==> src/rtl/alt_vipvfr130_prc_pkg.sv <==
`default_nettype none
// ============================================================================
//  Module      : alt_vipvfr130_prc_pkg
//  Description : Shared definitions for the packet reader stream unpacker:
//                FSM state encoding, header type constants and constant
//                functions that size the word/lane datapath.
//  Revision    : 1.0 - initial release
// ============================================================================
package alt_vipvfr130_prc_pkg;

    // Packet FSM states
    typedef logic [1:0] prc_state_t;
    localparam logic [1:0] STATE_IDLE   = 2'd0;
    localparam logic [1:0] STATE_HEADER = 2'd1;
    localparam logic [1:0] STATE_BODY   = 2'd2;

    // Header beat type nibbles
    localparam logic [3:0] HDR_TYPE_VIDEO   = 4'd0;
    localparam logic [3:0] HDR_TYPE_CONTROL = 4'd15;

    // Bits required to index n distinct values (never less than 1)
    function automatic int unsigned prc_req_width(input int unsigned n);
        int unsigned w;
        w = 1;
        while ((w < 32) && ((32'd1 << w) < n)) begin
            w = w + 1;
        end
        return w;
    endfunction

    // Whole samples held in one memory word; leftover top bits are ignored
    function automatic int unsigned prc_spw(input int unsigned mem_width,
                                            input int unsigned beat_width);
        return mem_width / beat_width;
    endfunction

    // Width of the lane index for a word holding spw samples
    function automatic int unsigned prc_lane_width(input int unsigned spw);
        return prc_req_width(spw);
    endfunction

endpackage
`default_nettype wire

==> src/rtl/alt_vipvfr130_prc_lane_select.sv <==
`default_nettype none
// ============================================================================
//  Module      : alt_vipvfr130_prc_lane_select
//  Description : Holds one memory word and presents it LSB-first, one
//                sample lane at a time.
//  Ports       : clock, reset (async active-low)
//                load      - capture word, mark full, lane 0
//                word      - memory word from the read FIFO
//                advance   - current lane consumed
//                flush     - with advance: drop the remaining lanes
//                full      - word register holds unread lanes
//                lane_data - current lane
//                last_lane - current lane is the top whole lane
//  Revision    : 1.0 - initial release
// ============================================================================
module alt_vipvfr130_prc_lane_select
    import alt_vipvfr130_prc_pkg::*;
#(
    parameter int unsigned LANE_WIDTH     = 24,
    parameter int unsigned MEM_PORT_WIDTH = 256
) (
    input  logic                      clock,
    input  logic                      reset,
    input  logic                      load,
    input  logic [MEM_PORT_WIDTH-1:0] word,
    input  logic                      advance,
    input  logic                      flush,
    output logic                      full,
    output logic [LANE_WIDTH-1:0]     lane_data,
    output logic                      last_lane
);

    localparam int unsigned SPW  = prc_spw(MEM_PORT_WIDTH, LANE_WIDTH);
    localparam int unsigned IDXW = prc_lane_width(SPW);
    localparam int unsigned USED = SPW * LANE_WIDTH;

    logic [USED-1:0]       word_reg;
    logic [IDXW-1:0]       lane;
    logic [LANE_WIDTH-1:0] lanes [SPW];

    always_ff @(posedge clock or negedge reset) begin
        if (!reset) begin
            word_reg <= '0;
            full     <= 1'b0;
            lane     <= '0;
        end else if (load) begin
            word_reg <= word[USED-1:0];
            full     <= 1'b1;
            lane     <= '0;
        end else if (advance && full) begin
            // Packet end discards whatever lanes are still unread
            if (flush || last_lane) begin
                full <= 1'b0;
                lane <= '0;
            end else begin
                lane <= lane + IDXW'(1);
            end
        end
    end

    for (genvar g = 0; g < SPW; g++) begin : g_lane
        assign lanes[g] = word_reg[g*LANE_WIDTH +: LANE_WIDTH];
    end

    assign lane_data = lanes[lane];
    assign last_lane = (lane == IDXW'(SPW - 1));

    // Bits above the last whole lane never reach the output
    if (MEM_PORT_WIDTH > USED) begin : g_tail
        logic unused_tail;
        assign unused_tail = ^word[MEM_PORT_WIDTH-1:USED];
    end

endmodule
`default_nettype wire

==> src/rtl/alt_vipvfr130_prc_stream_unpacker.sv <==
`default_nettype none
// ============================================================================
//  Module      : alt_vipvfr130_prc_stream_unpacker
//  Description : Packet reader output engine. Takes per-packet commands and
//                read-FIFO memory words and emits a VIP Avalon-ST packet:
//                one type header beat followed by the unpacked samples.
//                Optional starvation counter under ALT_VIP_PRC_STARVE_COUNT_EN.
//  Ports       : clock, reset (async active-low)
//                cmd_valid/cmd_ready/cmd_type/cmd_samples - packet command
//                word_valid/word_ready/word_data          - read FIFO
//                dout_*                                   - Avalon-ST source
//                busy        - packet in progress
//                packet_done - pulse the cycle after the eop beat transfers
//                starve_cycles (macro only) - body cycles lost to an empty FIFO
//  Revision    : 1.0 - initial release
// ============================================================================
module alt_vipvfr130_prc_stream_unpacker
    import alt_vipvfr130_prc_pkg::*;
#(
    parameter int unsigned BPS             = 8,
    parameter int unsigned CHANNELS_IN_PAR = 3,
    parameter int unsigned MEM_PORT_WIDTH  = 256,
    parameter int unsigned SAMPLES_WIDTH   = 22,
    parameter int unsigned READY_LATENCY   = 1
) (
    input  logic                              clock,
    input  logic                              reset,
    input  logic                              cmd_valid,
    output logic                              cmd_ready,
    input  logic [3:0]                        cmd_type,
    input  logic [SAMPLES_WIDTH-1:0]          cmd_samples,
    input  logic                              word_valid,
    output logic                              word_ready,
    input  logic [MEM_PORT_WIDTH-1:0]         word_data,
    input  logic                              dout_ready,
    output logic                              dout_valid,
    output logic [BPS*CHANNELS_IN_PAR-1:0]    dout_data,
    output logic                              dout_startofpacket,
    output logic                              dout_endofpacket,
    output logic                              busy,
    output logic                              packet_done
`ifdef ALT_VIP_PRC_STARVE_COUNT_EN
    ,
    output logic [31:0]                       starve_cycles
`endif
);

    localparam int unsigned DW = BPS * CHANNELS_IN_PAR;

    prc_state_t                state;
    logic [3:0]                pkt_type;
    logic [SAMPLES_WIDTH-1:0]  remaining;
    logic                      alive;
    logic                      accept;
    logic                      avail;
    logic                      take;
    logic                      beat_sop;
    logic                      beat_eop;
    logic [DW-1:0]             beat_data;
    logic                      word_full;
    logic                      word_load;
    logic [DW-1:0]             lane_data;
    logic                      last_lane;

    // Holds cmd_ready low while reset is asserted
    always_ff @(posedge clock or negedge reset) begin
        if (!reset) alive <= 1'b0;
        else        alive <= 1'b1;
    end

    assign cmd_ready  = alive && (state == STATE_IDLE);
    assign accept     = cmd_valid && cmd_ready;
    assign busy       = (state != STATE_IDLE);
    assign word_load  = (state == STATE_BODY) && !word_full && word_valid;
    assign word_ready = word_load;

    // Beat offered this cycle, before the output stage
    always_comb begin
        avail     = 1'b0;
        beat_sop  = 1'b0;
        beat_eop  = 1'b0;
        beat_data = '0;
        case (state)
            STATE_HEADER: begin
                avail     = 1'b1;
                beat_sop  = 1'b1;
                beat_eop  = (remaining == '0);
                beat_data = DW'(pkt_type);
            end
            STATE_BODY: begin
                if (word_full) begin
                    avail     = 1'b1;
                    beat_eop  = (remaining == SAMPLES_WIDTH'(1));
                    beat_data = lane_data;
                end
            end
            default: ;
        endcase
    end

    // With latency 1 the beat taken now appears on the output next cycle,
    // so both latencies consume a beat on the same internal condition.
    assign take = avail && dout_ready;

    always_ff @(posedge clock or negedge reset) begin
        if (!reset) begin
            state     <= STATE_IDLE;
            pkt_type  <= 4'd0;
            remaining <= '0;
        end else begin
            case (state)
                STATE_IDLE: begin
                    if (accept) begin
                        pkt_type  <= cmd_type;
                        remaining <= cmd_samples;
                        state     <= STATE_HEADER;
                    end
                end
                STATE_HEADER: begin
                    if (take) state <= (remaining == '0) ? STATE_IDLE : STATE_BODY;
                end
                STATE_BODY: begin
                    if (take) begin
                        remaining <= remaining - SAMPLES_WIDTH'(1);
                        if (beat_eop) state <= STATE_IDLE;
                    end
                end
                default: state <= STATE_IDLE;
            endcase
        end
    end

    alt_vipvfr130_prc_lane_select #(
        .LANE_WIDTH     (DW),
        .MEM_PORT_WIDTH (MEM_PORT_WIDTH)
    ) u_lane_select (
        .clock     (clock),
        .reset     (reset),
        .load      (word_load),
        .word      (word_data),
        .advance   (take && (state == STATE_BODY)),
        .flush     (beat_eop),
        .full      (word_full),
        .lane_data (lane_data),
        .last_lane (last_lane)
    );

    if (READY_LATENCY == 0) begin : g_rl0
        assign dout_valid         = avail;
        assign dout_data          = beat_data;
        assign dout_startofpacket = beat_sop;
        assign dout_endofpacket   = beat_eop;

        always_ff @(posedge clock or negedge reset) begin
            if (!reset) packet_done <= 1'b0;
            else        packet_done <= take && beat_eop;
        end
    end else begin : g_rl1
        always_ff @(posedge clock or negedge reset) begin
            if (!reset) begin
                dout_valid         <= 1'b0;
                dout_data          <= '0;
                dout_startofpacket <= 1'b0;
                dout_endofpacket   <= 1'b0;
                packet_done        <= 1'b0;
            end else begin
                dout_valid         <= take;
                dout_data          <= take ? beat_data : '0;
                dout_startofpacket <= take && beat_sop;
                dout_endofpacket   <= take && beat_eop;
                // Every registered valid beat is a transfer
                packet_done        <= dout_valid && dout_endofpacket;
            end
        end
    end

`ifdef ALT_VIP_PRC_STARVE_COUNT_EN
    always_ff @(posedge clock or negedge reset) begin
        if (!reset) begin
            starve_cycles <= '0;
        end else if (accept) begin
            starve_cycles <= '0;
        end else if ((state == STATE_BODY) && !word_full && !word_valid &&
                     (starve_cycles != 32'hFFFF_FFFF)) begin
            starve_cycles <= starve_cycles + 32'd1;
        end
    end
`endif

endmodule
`default_nettype wire

==> config.mk <==
export PLATFORM = sky130hd
export DESIGN_NAME = alt_vipvfr130_prc_stream_unpacker
export DESIGN_NICKNAME = d
export VERILOG_FILES = /design/src/rtl/alt_vipvfr130_prc_pkg.sv /design/src/rtl/alt_vipvfr130_prc_lane_select.sv /design/src/rtl/alt_vipvfr130_prc_stream_unpacker.sv
export SDC_FILE = /design/constraint.sdc
export NUM_CORES = 1
export LEC_CHECK = 0
export BUFFER_PORTS_ARGS = -buffer_cell sky130_fd_sc_hd__buf_4
export CAP_MARGIN = 15
export CORE_MARGIN = 2
export CORE_UTILIZATION = 61
export CTS_BUF_LIST = sky130_fd_sc_hd__clkbuf_8
export DETAILED_ROUTE_END_ITERATION = 10
export GPL_ROUTABILITY_DRIVEN = 0
export PLACE_DENSITY = 0.93
export SLEW_MARGIN = 20
export SYNTH_ARGS = -nofsm -noshare
export SYNTH_HDL_FRONTEND = slang
export SYNTH_HIERARCHICAL = 1
export SYNTH_SLANG_ARGS = --single-unit
export TNS_END_PERCENT = 50
==> constraint.sdc <==
create_clock -name clock -period 5.8 [get_ports clock]
set_input_delay 1.16 -clock clock [delete_from_list [all_inputs] [get_ports clock]]
set_output_delay 1.16 -clock clock [all_outputs]
set_load 0.005 [all_outputs]
==> impl_results.md, run 1 <==
* Tcrit/Tclk final at 0.715
* Hpwl dp at roughly 26000 um
* Post-layout min period at slightly above 4 ns
* Max Slew Vio Count at 0
* Placed Instances at 1562
* Max Cap Violations at 0
* Fill cells at approximately 1300
* Share of cells above drive strength 1 at 0.543
* Die height at ~160 um
* Critical path's slowest cell: nor2_4
* Layout area overhead at 23.4%
* Max reg flops at 240
* Antenna violation net count after detailed routing at 0
* Slew headroom at 0.270
* Final Util at 0.765
* Fmax at 241 MHz
* CTS Buffer Depth at 3
* Cell Area, Synth at 0.0140 mm2
* H-tree levels at 2
* Root buf cell: clkbuf_8
* Final Hold Viols at 0
* Row Count at between 50 and 60
* Setup WS pre-CTS at 2.22 ns
* Met2 usage at 0.510
* Reg-to-reg startpoint: state[0]
* N_diodes at 0
* RSZ-0062 raised after global routing: no
* Worst-path clk slew at 0.06 ns
* Reg-to-reg slack, setup at 2.26 ns
* CP startpoint kind: flip-flop
* Crit path largest cell delay at roughly 0.85 ns
* Commonest cells in the netlist: mux2_2 (316), dfrtp_1 (302), nand2_1 (54)
* Asr flop ratio synth at 1.00
* Number of synthesized flops with an enable pin at 0
* Drt first pass iters at 5
* Syn avg cell area at 13.6 um2
* GRT met3 Usage at 0.0710
* Clock latency at the later pin of the worst-skew pair at 0.58 ns
* Critical path's most frequent cell: buf_4
* Critical R2R Capture: u_lane_select/word_reg[34]
* Largest cells by area after synthesis: dfrtp_1 (54%), mux2_2 (25%), mux4_2 (3.9%), o22ai_1 (1.5%), nand2_1 (1.4%)
* Core area at 0.0226 mm2
* Mapped Cells at 1033
* Outcome: complete, no violations
* Clock Skew at 0.0244 ns
* Setup TNS at 0 ns
* First-pass GRT wire length at 57000 um
* Post-route insts no fill at 1645
* CP delay by family, top: simple AND/OR/NAND/NOR gates
* Hold Path Class: flip-flop to flip-flop
* Vias in the first global route at 10371
* Post CTS Setup Buffer Count at 0
* Vias/cell at 5.96
* Hold slack final at 0.481 ns
* Initial antenna violation count at 0
* Final net count at 1623
* Yosys cell types at 68
* Hold path startpoint: pkt_type[2]
* # setup viols final at 0
* Crit path buf inv count at 3
* Slew at the pin closest to its max-slew limit at 1.09 ns
* Ys flop type: dfrtp_1
* FF+latch count, synth at 302
* Register area share after synthesis at 0.540
* Drt wl/cell at 22.5 um
* Leak at 8.00 nW
* Yosys top cell by area: dfrtp_1
* FF+latch area at roughly 0.0076 mm2
* Die area at 0.0242 mm2
* Initial Utilization at 0.620
* WHS Path Cells at 1
* CTS sink count at 302
* Busiest grt layer: met2
* Syn Nets at between 1000 and 1500
* Port Buffers at 301
* CP max FO at 58
* Drt total wl at between 30000 and 40000 um
* Maximum number of pins on one net before global-route repair at between 150 and 200
* PostCTS Resize Cnt at 0
* DR iter-0 viols at 740
* Worst EP required at between 4 and 5 ns
* Post-synth top area share at 0.540
* Met1 usage at 0.391
* P per Cell Area at 461 mW/mm2
* GRT Util Overall at 0.308
* Reg2Reg Depth at 7
* Area of the multi-input gates at 0.00603 mm2
* Die Wd at about 160 um
* CTS Buf Count at 49
* Crit-path cells: inv_1 > ha_1 > buf_4 > nand2_1 > nor2_4 > buf_4
* Ports at 318
* Vias post-DR at around 9800
* CTS tree: built
* Most frequent cell after synthesis: mux2_2
* Crit path kind: flip-flop to primary output
* Drt drc at 0
* WHS Endpoint: dout_data[2]
* Synthesis Warnings at 6
* Worst EP arrival at about 3 ns
* CTS Hold Bufs at 0
* Total grt overflow at 0
* Critical Path End Type: primary output
* VDD IR-drop max at 0.278 mV
* Setup ws final at 1.65 ns
==> per-stage QoR <==
stage | power [mW] | instance area, um2
floorplan | 5.40 | 14000
global placement | 6.02 | 16400
detailed placement | 6.24 | 16400
CTS | 8.00 | 17300
global route | 8.41 | 17300
finish | 7.97 | 17300
==> final cells by class <==
| cell class | count | area share |
|---|---|---|
| sequential | 302 | 0.438 |
| multi-input combinational | 654 | 0.349 |
| timing repair buffer | 313 | 0.138 |
| clock buffer | 58 | 0.0462 |
| tap | 285 | 0.0206 |
| clock inverter | 25 | 0.00666 |
| inverter | 8 | 0.00174 |
==> power breakdown <==
group / switching [mW] / internal [mW]
Clock: 0.829 / 0.903
Combinational: 1.06 / 1.54
Sequential: 0.615 / 3.03
==> layer usage <==
| metal | vias to the layer above | share of wire |
|---|---|---|
| met2 | 408 | 0.49 |
| met3 | 104 | 0.075 |
| met4 | 0 | 0.044 |
| li1 | 4383 | - |
| met5 | - | 0 |
| met1 | 4902 | 0.39 |
==> how the worst max path moves through the flow <==
stage | cells after the start | end | startpoint | slack (ns)
3_3_place_gp | 4 | word_ready | word_valid | 2.24
3_5_place_dp | 4 | word_ready | word_valid | 2.22
4_1_cts | 6 | word_ready | state[0] | 1.63
2_1_floorplan | 6 | word_ready | state[0] | 3.22
5_1_grt | 6 | word_ready | state[0] | 1.44
6_report | 6 | word_ready | state[0] | 1.65
==> cells by family after synthesis <==
group           count (synthesis)  share of synthesized area
compound gates                142                     0.0687
flops                         302                      0.540
simple gates                  161                     0.0596
fa+ha+maj                       8                    0.00715
other cells                     1                   0.000268
buf+inv                        77                     0.0297
mux                           342                      0.295
==> cells in the final DEF (no fill, tap or decap), types with 3 or more instances in the layout <==
cell / synthesis / layout
mux2_2: 316 / 316
buf_4: 7 / 310
dfrtp_1: 302 / 301
clkbuf_8: 0 / 58
nand2_1: 54 / 54
nor2_1: 43 / 41
o22ai_1: 33 / 33
a21oi_1: 32 / 32
o31ai_1: 27 / 27
inv_1: 7 / 25
mux4_2: 24 / 24
and2_1: 22 / 22
o21ai_0: 14 / 14
ha_1: 8 / 8
a2bb2oi_1: 6 / 6
nand3_1: 5 / 5
a22o_1: 4 / 4
o41ai_1: 4 / 4
a21o_1: 4 / 4
and3_1: 3 / 3
or3_1: 3 / 3
clkinv_2: 0 / 3
(Power assumes the default switching activity.)
==> run 2, diff against run 1 <==
CORE_UTILIZATION = 51   (was 61)
PLACE_DENSITY = 0.83   (was 0.93)
clock period = 3.6 ns   (was 5.8 ns; I/O delays follow)
==> impl_results.md, run 2 (synthesis results as in run 1) <==
* Setup TNS at 0 ns (unchanged)
* Drt drc at 0 (unchanged)
* P per Cell Area at 752 mW/mm2 (+63%)
* Clock share of power at 0.245 (+0.028)
* Final net count at 1631 (+0.49%)
* Die height at 170 um (+9.1%)
* Row Count at 60 (+9.1%)
* Maximum number of pins on one net before global-route repair at 106 (-31%)
* Ports at 318 (unchanged)
* Sequential share of power at 0.436 (-0.021)
* Clock latency at the later pin of the worst-skew pair at 0.57 ns (about the same)
* Slew headroom at 0.303 (+0.0328)
* Switch share at 0.304 (-0.00921)
* VDD IR-drop max at 0.396 mV (+42%)
* Clock Skew at 0.0219 ns (-0.00254 ns)
* Int Pwr at 9.24 mW (+69%)
* DR iter-0 viols at 555 (-25%)
* Layout area overhead at 26.2%
* Vias/cell at 5.64 (-5.3%)
* Max reg flops at 240 (unchanged)
* CTS Buf Count at 51 (+4.1%)
* Max Cap Violations at 0 (unchanged)
* CTS tree: built
* Share of cells above drive strength 1 at 0.552 (+0.00928)
* Hpwl dp at 26500 um (+1.6%)
* Initial Utilization at 0.519 (-0.101)
* Total grt overflow at 0 (unchanged)
* Port Buffers at 301 (unchanged)
* Placed Instances at 1624 (+4.0%)
* CTS sink count at 302 (unchanged)
* Die Wd at 170 um (+9.1%)
* Fmax at 356 MHz
* WP depth at 5 (-1)
* H-tree levels at 2 (unchanged)
* Drt first pass iters at 5 (unchanged)
* P_sw at 4.04 mW (+62%)
* CP delay by family, top: simple AND/OR/NAND/NOR gates
* Slew at the pin closest to its max-slew limit at 1.04 ns (-0.0492 ns)
* Vias post-DR at 9705 (-0.94%)
* Crit path largest cell delay at 0.40 ns (-0.45 ns)
* Die area at 0.0288 mm2 (+19%)
* Crit path buf inv count at 2 (-1)
* Reg-to-reg startpoint: state[0]
* Worst Setup SP: state[0]
* Root buf cell: clkbuf_8
* Post-layout min period at ~2.8 ns
* Drt wl/cell at 21.6 um (-4.1%)
* Critical Path End Type: primary output
* Vias in the first global route at 10242 (-1.2%)
* Reg-to-reg slack, setup at 0.99 ns (-1.27 ns)
* Crit path kind: flip-flop to primary output
* Reg2Reg Depth at 8 (+1)
* Drt total wl at 37100 um (+0.32%)
* Final Hold Viols at 0 (unchanged)
* Core area at 0.0270 mm2 (+19%)
* First-pass GRT wire length at 57000 um (about the same)
* Worst-path clk slew at 0.06 ns (about the same)
* Max Slew Vio Count at 0 (unchanged)
* Pwr Total at 13.3 mW (+67%)
* Critical R2R Capture: u_lane_select/lane[2]
* Outcome: complete, no violations
* Hold Path Class: primary input to asynchronous set/reset pin
* Commonest cells after routing, fill and taps aside: mux2_2 (316), buf_4 (311), dfrtp_1 (301)
* Post CTS Setup Buffer Count at 0 (unchanged)
* Tcrit/Tclk final at 0.780
* PostCTS Resize Cnt at 0 (unchanged)
* GRT Util Overall at 0.259 (-0.0486)
* Leak at 8.15 nW (+1.8%)
* Crit-path cells: inv_1 > ha_1 > nand2_1 > nor2_4 > buf_4
* Crit path to: word_ready
* RSZ-0062 raised after global routing: no
* CP startpoint kind: flip-flop
* CTS Hold Bufs at 0 (unchanged)
* Comb power frac at 0.320 (-0.006)
* Critical path's slowest cell: dfrtp_1
* # setup viols final at 0 (unchanged)
* Most common cell after layout, fill and taps aside: mux2_2
* Worst EP required at 2.88 ns (-1.76 ns)
* CP max FO at 13 (-78%)
* Initial antenna violation count at 2 (+2)
* Worst EP arrival at 2.09 ns (-0.90 ns)
* CTS Buffer Depth at 3 (unchanged)
* Post-route insts no fill at 1720 (+4.6%)
* Antenna violation net count after detailed routing at 0 (unchanged)
[run 2: cell types whose count changed in the layout (fill, tap and decap cells not counted), sizes merged]
cell,previous run,this run
clkbuf,58,69
inv,27,21
bufinv,0,2
clkinvlp,2,1
buf,313,319
clkinv,4,9
diode,0,2
[run 2: cell type report]
type	instances	area, um2
Fill cell	1995	9280
Sequential cell	302	7560
Multi-Input combinational cell	654	6040
Timing Repair Buffer	319	2490
Clock buffer	69	950
Tap cell	341	427
Clock inverter	25	165
Inverter	8	30.0
Antenna cell	2	5.00
[run 2: worst min-delay path by stage]
stage,start,endpoint,slack (ns),cells past startpoint
6_report,reset,remaining[7],0.20,1
4_1_cts,reset,dout_data[7],0.23,1
2_1_floorplan,reset,alive,0.42,0
3_5_place_dp,pkt_type[0],dout_data[0],0.47,1
5_1_grt,reset,remaining[7],0.26,1
3_3_place_gp,pkt_type[3],dout_data[3],0.47,1
[run 2: stage by stage]
| step | instance area [um2] | util | worst slack [ns] | hold slack [ns] |
|---|---|---|---|---|
| after floorplan | 14000 | - | 1.12 | 0.424 |
| after global placement | 16500 | 0.614 | 1.17 | 0.471 |
| after detailed placement | 16500 | 0.614 | 1.06 | 0.474 |
| after CTS | 17700 | 0.655 | 0.762 | 0.227 |
| after global routing | 17700 | 0.655 | 0.688 | 0.257 |
| final | 17700 | 0.656 | 0.791 | 0.196 |
[run 2: per-layer routing]
layer | part of all wire | wire, um | global-route usage
met1 | 0.41 | 15300 | 0.328
met2 | 0.48 | 17900 | 0.428
met3 | 0.065 | 2410 | 0.0623
met4 | 0.041 | 1510 | 0.109
met5 | 0.00027 | 10 | 0
[run 2: power by group through the flow]
stage / logic, mW / clock network [mW] / registers, mW
finish: 4.25 / 3.25 / 5.78
global placement: 4.09 / 0 / 5.72
detailed placement: 4.24 / 0 / 5.83
floorplan: 3.23 / 0 / 5.47
CTS: 4.26 / 3.32 / 5.78
global route: 4.59 / 3.49 / 5.97
==> run 3, diff against run 2 <==
clock period = 2.5 ns   (was 3.6 ns; I/O delays follow)
==> impl_results.md, run 3 (synthesis results as in run 1) <==
* Hold Path Class: primary input to flip-flop
* Worst EP required at 2.00 ns (-0.88 ns)
* Drt drc at 0 (unchanged)
* Switch share at 0.306 (+0.00155)
* GRT Util Overall at 0.268 (+0.00857)
* CP startpoint kind: flip-flop
* Most common cell after layout, fill and taps aside: buf_4
* Share of cells above drive strength 1 at 0.562 (+0.0105)
* Met2 usage at 0.451 (+0.0232)
* Core area at 0.0270 mm2 (unchanged)
* Slew headroom at 0.588 (+0.285)
* Critical Path End Type: primary output
* Reg-to-reg startpoint: remaining[17]
* Clock latency at the later pin of the worst-skew pair at 0.59 ns (+0.02 ns)
* Post-layout min period at 2.38 ns
* Die area at 0.0288 mm2 (unchanged)
* Vias post-DR at 9894 (+1.9%)
* Sequential share of power at 0.428 (-0.008)
* Maximum number of pins on one net before global-route repair at 75 (-29%)
* Final net count at 1662 (+1.9%)
* Crit path to: word_ready
* H-tree levels at 2 (unchanged)
* Crit path kind: flip-flop to primary output
* Comb power frac at 0.328 (+0.008)
* Critical R2R Capture: u_lane_select/lane[2]
* Int Pwr at 13.5 mW (+46%)
* CTS tree: built
* Crit path largest cell delay at 0.40 ns (about the same)
* GRT met3 Usage at 0.0639 (+0.00163)
* Critical path's slowest cell: dfrtp_1
* Layout area overhead at 29.0%
* Setup TNS at 0 ns (unchanged)
* Antenna violation net count after detailed routing at 0 (unchanged)
* Outcome: complete, no violations
* Leak at 8.35 nW (+2.6%)
* VDD IR-drop max at 0.710 mV (+79%)
* Busiest grt layer: met2
* Reg2Reg Depth at 6 (-2)
* Worst Setup SP: state[0]
* Crit-path cells: inv_1 > ha_4 > nand2_1 > nor2_4 > buf_12 > buf_4
* Hpwl dp at 27900 um (+5.1%)
* Clock Skew at 0.0279 ns (+0.00608 ns)
* Fmax at 419 MHz
* Vias in the first global route at 10559 (+3.1%)
* CTS sink count at 302 (unchanged)
* Commonest cells after routing, fill and taps aside: buf_4 (332), mux2_2 (316), dfrtp_1 (301)
* Slew at the pin closest to its max-slew limit at 0.618 ns (-0.426 ns)
* Drt first pass iters at 5 (unchanged)
* RSZ-0062 raised after global routing: no
* Drt wl/cell at 21.9 um (+1.3%)
* Reg-to-reg slack, setup at 0.14 ns (-0.85 ns)
* Clock share of power at 0.243 (-0.002)
* P per Cell Area at 1080 mW/mm2 (+43%)
* # setup viols final at 0 (unchanged)
* WP depth at 6 (+1)
* CP delay by family, top: buffers and inverters
* Ports at 318 (unchanged)
* P_sw at 5.94 mW (+47%)
* Initial antenna violation count at 0 (-2)
* Worst EP arrival at 1.88 ns (-0.21 ns)
* Total grt overflow at 0 (unchanged)
* DR iter-0 viols at 727 (+31%)
* Die height at 170 um (unchanged)
* Final Hold Viols at 0 (unchanged)
* Fill cells at 1969 (-1.3%)
* Crit path buf inv count at 3 (+1)
* Die Wd at 170 um (unchanged)
* Final Util at 0.670 (+0.0143)
* Max Slew Vio Count at 0 (unchanged)
* Drt total wl at 38300 um (+3.2%)
* Port Buffers at 301 (unchanged)
* Row Count at 60 (unchanged)
* First-pass GRT wire length at 58600 um (+2.8%)
* CP max FO at 15 (+2)
* Worst-path clk slew at 0.07 ns (about the same)
* Vias/cell at 5.65 (+0.14%)
* Initial Utilization at 0.519 (unchanged)
* CTS Buf Count at 51 (unchanged)
* N_diodes at 0 (-2)
* Met1 usage at 0.335 (+0.00666)
* Root buf cell: clkbuf_8
* Max Cap Violations at 0 (unchanged)
* CTS Buffer Depth at 3 (unchanged)
* WHS Path Cells at 2
* Max reg flops at 240 (unchanged)
* Tcrit/Tclk final at 0.954
run 3: cell count changes in the layout (fill, tap and decap cells not counted):
cell           delta
buf_4            +21
clkbuf_8          +3
bufinv_16         -1
buf_12            +8
inv_8             +1
bufbuf_16         +1
clkinvlp_4        -1
ha_1              -1
clkinv_2          -1
ha_4              +1
diode_2           -2
inv_6             +1
dlygate4sd3_1     +1
run 3: worst min-delay path by stage:
stage	slack (ns)	end	startpoint
after detailed placement	0.47	u_lane_select/word_reg[197]	reset
after global routing	0.11	u_lane_select/word_reg[105]	word_data[105]
after CTS	0.11	u_lane_select/word_reg[129]	word_data[129]
after floorplan	0.20	alive	reset
after global placement	0.47	u_lane_select/word_reg[221]	reset
final	0.13	u_lane_select/word_reg[129]	word_data[129]
run 3: per-layer routing:
metal	vias up	wire [um]
met2	358	18800
met3	87	2580
met5	-	0
met4	0	1450
met1	4988	15400
li1	4461	-
run 3: stage by stage:
stage | cells | power (mW) | hold WS [ns] | worst slack, ns | cell area, um2
after floorplan | 1033 | 12.5 | 0.204 | 0.0173 | 14000
after global placement | 1652 | 14.3 | 0.469 | 0.162 | 16900
after detailed placement | 1652 | 14.7 | 0.471 | 0.161 | 16900
after CTS | 1751 | 19.5 | 0.114 | 0.0437 | 18000
after global routing | 1751 | 20.5 | 0.108 | 0.0000477 | 18100
final | 1751 | 19.4 | 0.135 | 0.116 | 18100
run 3: cell type report:
class,instances,area (um2),area share
Timing Repair Buffer,350,2850,0.158
Sequential cell,302,7560,0.419
Multi-Input combinational cell,654,6050,0.335
Inverter,8,30.0,0.00166
Tap cell,341,427,0.0236
Clock buffer,72,991,0.0549
Clock inverter,24,143,0.00790
run 3: repair_timing:
action	in CTS	in global routing
hold buffers	1	0
endpoints found under the hold margin	50	0
gates resized for setup	1	1
pin swaps	1	0
buffers inserted	1	0
cloned	1	0
setup endpoints to repair	1	1
run 3: power groups by stage:
| stage | clock, mW | combinational (mW) | sequential (mW) |
|---|---|---|---|
| floorplan | 0 | 4.65 | 7.88 |
| detailed placement | 0 | 6.35 | 8.36 |
| global route | 5.06 | 6.92 | 8.56 |
| finish | 4.73 | 6.38 | 8.31 |
| CTS | 4.82 | 6.40 | 8.29 |
| global placement | 0 | 6.12 | 8.18 |
